## src/rtl/seg7_scroll_animator_if.sv

```systemverilog
// Character push channel: valid/ready handshake carrying one 7-segment pattern {g,f,e,d,c,b,a}.
// Producer drives valid/data; the animator returns ready (FIFO not full, combinational).
interface seg7_scroll_animator_if;
    logic       char_valid;
    logic [6:0] char_in;
    logic       char_ready;

    modport master (output char_valid, output char_in, input  char_ready);
    modport slave  (input  char_valid, input  char_in, output char_ready);
endinterface

```

## src/rtl/seg7_scroll_animator.sv

```systemverilog
// Multiplexed 7-seg scroller: char FIFO feeds a display buffer that shifts once per frame (SCROLL).
// Latency: push visible no earlier than next frame_tick; seg_out/digit_sel registered 1 cycle after mux index.
// Backpressure: char_ready = !full, pushes dropped when full. Optional blink mode via macro SEG7_BLINK_EN.
module seg7_scroll_animator #(
    parameter int NUM_DIGITS = 4,
    parameter int FIFO_DEPTH = 4,
    parameter int FRAME_DIV  = 16
) (
    input  logic                  clk,
    input  logic                  reset,
    input  logic                  enable,
    input  logic [1:0]            mode,
    seg7_scroll_animator_if.slave chr,
    output logic [6:0]            seg_out,
    output logic [NUM_DIGITS-1:0] digit_sel,
    output logic                  frame_tick
);
    localparam int CW = (FRAME_DIV  > 1) ? $clog2(FRAME_DIV)  : 1;
    localparam int IW = (NUM_DIGITS > 1) ? $clog2(NUM_DIGITS) : 1;
    localparam int PW = (FIFO_DEPTH > 1) ? $clog2(FIFO_DEPTH) : 1;
    localparam int OW = PW + 1;

    typedef enum logic [1:0] {
        MODE_HOLD   = 2'b00,
        MODE_SCROLL = 2'b01,
        MODE_BLINK  = 2'b10,
        MODE_CLEAR  = 2'b11
    } mode_e;

    mode_e                  mode_w;
    logic [CW-1:0]          cnt_q, cnt_d;
    logic [IW-1:0]          idx_q, idx_d;
    logic [6:0]             seg_q, seg_d;
    logic [NUM_DIGITS-1:0]  sel_q, sel_d;
    logic [6:0]             disp_q [NUM_DIGITS];
    logic [6:0]             disp_d [NUM_DIGITS];
    logic [6:0]             fifo_q [FIFO_DEPTH];
    logic [6:0]             fifo_d [FIFO_DEPTH];
    logic [PW-1:0]          rd_q, rd_d, wr_q, wr_d;
    logic [OW-1:0]          occ_q, occ_d;
    logic                   full, push, pop, clr, blank;
`ifdef SEG7_BLINK_EN
    logic                   phase_q, phase_d;
`endif

    assign mode_w         = mode_e'(mode);
    assign full           = (occ_q == OW'(FIFO_DEPTH));
    assign chr.char_ready = !full;
    assign frame_tick     = enable && (cnt_q == CW'(FRAME_DIV - 1));
    // Pop decision uses pre-push occupancy so a same-cycle push into an empty FIFO waits a frame.
    assign pop            = frame_tick && (mode_w == MODE_SCROLL) && (occ_q != '0);
    assign clr            = frame_tick && (mode_w == MODE_CLEAR);
    assign push           = chr.char_valid && !full && !clr;
    assign seg_out        = seg_q;
    assign digit_sel      = sel_q;

    always_comb begin
        cnt_d  = cnt_q;
        idx_d  = idx_q;
        seg_d  = seg_q;
        sel_d  = sel_q;
        disp_d = disp_q;
        fifo_d = fifo_q;
        rd_d   = rd_q;
        wr_d   = wr_q;
        occ_d  = occ_q;
`ifdef SEG7_BLINK_EN
        phase_d = phase_q;
        if (frame_tick) begin
            phase_d = (mode_w == MODE_BLINK) ? ~phase_q : 1'b0;
        end
        blank = phase_q;
`else
        blank = 1'b0;
`endif

        if (enable) begin
            cnt_d = (cnt_q == CW'(FRAME_DIV - 1)) ? '0 : cnt_q + 1'b1;
            idx_d = (idx_q == IW'(NUM_DIGITS - 1)) ? '0 : idx_q + 1'b1;
            sel_d = NUM_DIGITS'(1) << idx_q;
            seg_d = blank ? 7'h00 : disp_q[idx_q];
        end

        if (clr) begin
            for (int i = 0; i < NUM_DIGITS; i++) disp_d[i] = 7'h00;
            rd_d  = '0;
            wr_d  = '0;
            occ_d = '0;
        end else begin
            if (pop) begin
                for (int i = NUM_DIGITS - 1; i > 0; i--) disp_d[i] = disp_q[i-1];
                disp_d[0] = fifo_q[rd_q];
                rd_d      = rd_q + 1'b1;
            end
            if (push) begin
                fifo_d[wr_q] = chr.char_in;
                wr_d         = wr_q + 1'b1;
            end
            case ({push, pop})
                2'b10:   occ_d = occ_q + 1'b1;
                2'b01:   occ_d = occ_q - 1'b1;
                default: occ_d = occ_q;
            endcase
        end
    end

    always_ff @(posedge clk or posedge reset) begin
        if (reset) begin
            cnt_q  <= '0;
            idx_q  <= '0;
            seg_q  <= 7'h00;
            sel_q  <= '0;
            rd_q   <= '0;
            wr_q   <= '0;
            occ_q  <= '0;
            for (int i = 0; i < NUM_DIGITS; i++) disp_q[i] <= 7'h00;
            for (int i = 0; i < FIFO_DEPTH; i++) fifo_q[i] <= 7'h00;
`ifdef SEG7_BLINK_EN
            phase_q <= 1'b0;
`endif
        end else begin
            cnt_q  <= cnt_d;
            idx_q  <= idx_d;
            seg_q  <= seg_d;
            sel_q  <= sel_d;
            rd_q   <= rd_d;
            wr_q   <= wr_d;
            occ_q  <= occ_d;
            disp_q <= disp_d;
            fifo_q <= fifo_d;
`ifdef SEG7_BLINK_EN
            phase_q <= phase_d;
`endif
        end
    end
endmodule

```

## src/flat_wrapper.sv

```systemverilog
// flat-port wrapper written by rule: the top's interface ports become plain ports
module seg7_scroll_animator_flat 
#(
    parameter int NUM_DIGITS = 4,
    parameter int FIFO_DEPTH = 4,
    parameter int FRAME_DIV  = 16
)
  (clk, reset, enable, mode, seg_out, digit_sel, frame_tick, chr_char_valid, chr_char_in, chr_char_ready);
  seg7_scroll_animator_if chr_i ();
  input  logic clk;
  input  logic reset;
  input  logic enable;
  input  logic [1:0] mode;
  output logic [6:0] seg_out;
  output logic [NUM_DIGITS-1:0] digit_sel;
  output logic frame_tick;
  input wire logic [$bits(chr_i.char_valid)-1:0] chr_char_valid;
  input wire logic [$bits(chr_i.char_in)-1:0] chr_char_in;
  output wire logic [$bits(chr_i.char_ready)-1:0] chr_char_ready;
  assign chr_i.char_valid = chr_char_valid;
  assign chr_i.char_in = chr_char_in;
  assign chr_char_ready = chr_i.char_ready;
  seg7_scroll_animator #(.NUM_DIGITS(NUM_DIGITS), .FIFO_DEPTH(FIFO_DEPTH), .FRAME_DIV(FRAME_DIV)) u_core (.clk(clk), .reset(reset), .enable(enable), .mode(mode), .chr(chr_i), .seg_out(seg_out), .digit_sel(digit_sel), .frame_tick(frame_tick));
endmodule
```

## config.mk

```make
export PLATFORM = sky130hd
export DESIGN_NAME = seg7_scroll_animator_flat
export DESIGN_NICKNAME = d
export VERILOG_FILES = /design/src/rtl/seg7_scroll_animator_if.sv /design/src/rtl/seg7_scroll_animator.sv /design/src/flat_wrapper.sv
export SDC_FILE = /design/constraint.sdc
export NUM_CORES = 1
export LEC_CHECK = 0
export ABC_AREA = 1
export CAP_MARGIN = 40
export CORE_ASPECT_RATIO = 1.2
export CORE_MARGIN = 5
export CORE_UTILIZATION = 55
export DETAILED_ROUTE_END_ITERATION = 8
export PLACE_DENSITY_LB_ADDON = 0.2
export SLEW_MARGIN = 20
export SYNTH_ARGS = -nofsm -noshare
export SYNTH_HDL_FRONTEND = slang
export SYNTH_SLANG_ARGS = --single-unit
```

## constraint.sdc

```tcl
create_clock -name clk -period 3.8 [get_ports clk]
set_clock_uncertainty 0.1 [all_clocks]
set_input_delay 0.76 -clock clk [delete_from_list [all_inputs] [get_ports clk]]
set_output_delay 0.76 -clock clk [all_outputs]
set_load 0.005 [all_outputs]
```

==> out/qor.yml <==
io_buffers: 25
power.density_nw_per_um2: 673
drive_above_1_share_pct: 6.06
finalWorstPathRequiredPeriod_ns: 2.81
postCtsHoldBufs: 0
power_leakage_nw: 2.40
p_comb_share_pct: 34.2
hp-class: "flop to flop"
status: "finished, final reports clean"
relSlewSlack_pct: 49.6
via_per_inst: 5.31
grt-busiest-layer: "met2"
ys_seq_elements: 80
ys_warn_count: 0
final_cells: 618
clock.fmax_ghz: 0.356
final_common_cell: "nand2_1"
postSynthAreaPerCell_sq_um: 7.90
die_area_sq_um: 9190
clk_latency_ns: 0.35
min_period_over_period_pct: 74.0
worstHoldPathCells: 2
p_seq_share_pct: 44.7
rsz0062_at_grt: "false"
drc: 0
fp.dieH_microns: 104
tns_ns: 0
dr.pass1.iters: 4
p_int_mw: 1.93
irDropWorstVdd_v: 0.000435
grt_use_total_pct: 19.9
ys_seq_area_share_pct: 49.4
grt_max_degree: 76
postLayoutCellArea_sq_um: 4520
cts_resized: 0
drt_iter0_drc: 205
cts.sinks: 80
rows: 34
yosysUniqueCellTypes: 27
cp.arrival_ns: 1.95
grtUsageMet3_pct: 3.57
synth_edf_count: 0
critPathRequiredTime_ns: 2.94
startpoint_type: "primary input"
postSynth.asyncResetShare_pct: 100
globalplace.congestion: 0.878
met1_usage_pct: 26.2
cts-buffers-inserted: 9
fillerInstances: 655
p_switching_mw: 1.12
synth_fp_nets: 537
cp_max_fo: 2
io_pins: 26
rr_worst_depth: 13
cts_max_level: 3
dieWidth_microns: 88.4
clockBufferDepth: 2
syn_to_final_growth_pct: 11.5
setup_viol: 0
core_area_sq_um: 7230
netlist_area_sq_um: 4050
antenna_cells: 0
total_power_mw: 3.04
syn_inst: 513
regArea_sq_um: 2000
dp_hpwl_mm: 5.51
dr_total_vias: 3284
synth_flop_cell: "dfrtp_1"
nets: 547
initial_core_util_pct: 56.0
drtAntennaViolNets: 0
worst_slew_pin_slew_ns: 0.755
wirelength_mm: 8.40
antenna_found_initial: 0
cts_tree: "built"
switching_share_pct: 36.7
grt-ovfl-total: 0
grt_pass1_wl_mm: 14.8
grt_pass1_vias: 3254
wl_per_cell_microns: 13.6
hold_viol: 0
final_cell_mix: "nand2_1 (202), dfrtp_1 (80), nand3_1 (50), inv_1 (30), nand4_1 (29)"
maxCapViolations: 0
placed_cells: 602
path_clk_slew_ns: 0.08
grt.met2_usage_pct: 32.5
path_class: "primary input to primary output"
power_frac_clock_pct: 21.0
multi_input_comb_area_sq_um: 1770
cts_root_buf: "clkbuf_8"
slew_violations: 0
dpl-instance-area_sq_um: 4320
cp-end-kind: "primary output"
post_cts_buffers: 0
## cell usage after synthesis, drive strengths merged, types with 5 or more instances
master	instances	area, sq um
nand2	203	764
dfrtp	80	2000
nand3	54	290
inv	31	116
nand4	29	181
buf	26	135
nor2	26	105
o21ai	23	115
ha	10	125
o211ai	8	60.1
clkbuf	7	26.3
a21oi	5	36.3
## layer usage
metal | vias up | wire length, microns | part of all wire (%)
li1 | 1669 | - | -
met1 | 1552 | 3740 | 45
met2 | 54 | 4270 | 51
met3 | 9 | 299 | 3.6
met4 | 0 | 91 | 1.1
met5 | - | 0 | 0
## critical path: stages
cell	delay, ns
clkdlybuf4s50_1	0.47
nand2_1	0.09
nor2_2	0.11
clkdlybuf4s50_1	0.52
## area by class of cell
| class | instances | area share, % |
|---|---|---|
| inverters | 32 | 2.69 |
| repair buffers | 32 | 6.98 |
| clock buffers | 13 | 3.52 |
| clock inverters | 3 | 0.886 |
| multi-input cells | 368 | 39.1 |
| well taps | 90 | 2.49 |
| flip-flops and latches | 80 | 44.3 |
## cell families after synthesis
kind of cell    synth area share [%]
buf+inv                         6.95
fa+ha+maj                       3.58
compound gates                  5.96
simple gates                    33.3
flops                           49.4
xor+xnor                       0.865
## path summary, 6_finish.rpt
check / from / end / slack [ns]
max reg2reg: u_core.cnt_q[0] / u_core.occ_q[2] / 1.23
max in group asynchronous: reset / u_core.disp_q[12] / 2.22
min: u_core.fifo_q[8] / u_core.fifo_q[8] / 0.37
min reg2reg: u_core.fifo_q[8] / u_core.fifo_q[8] / 0.37
min in group asynchronous: reset / u_core.wr_q[1] / 0.72
max: enable / frame_tick / 0.99
## flip-flops by register name, summed over array words and instances, names as in the netlist
register and flops:
u_core.occ_q 3, u_core.rd_q 2, u_core.idx_q 2, u_core.disp_q 28
u_core.seg_out 7, u_core.fifo_q 28, u_core.wr_q 2, u_core.cnt_q 4
u_core.digit_sel 4
## metrics by stage
stage / setup slack, ns / utilization [%] / hold slack (ns)
after floorplan: 0.888 / - / 0.337
after global placement: 0.756 / 59.7 / 0.348
after detailed placement: 0.697 / 59.7 / 0.354
after CTS: 0.977 / 62.5 / 0.373
after global routing: 0.890 / 62.5 / 0.402
final: 0.990 / 62.5 / 0.370
## power groups by stage
stage               Combinational [mW]  Sequential (mW)  Clock, mW
floorplan                        0.758             1.32          0
global placement                  1.02             1.37          0
detailed placement                1.05             1.38          0
CTS                               1.06             1.36      0.653
global route                      1.22             1.40      0.683
finish                            1.04             1.36      0.640
No activity file was read; power rests on OpenSTA's default activity.
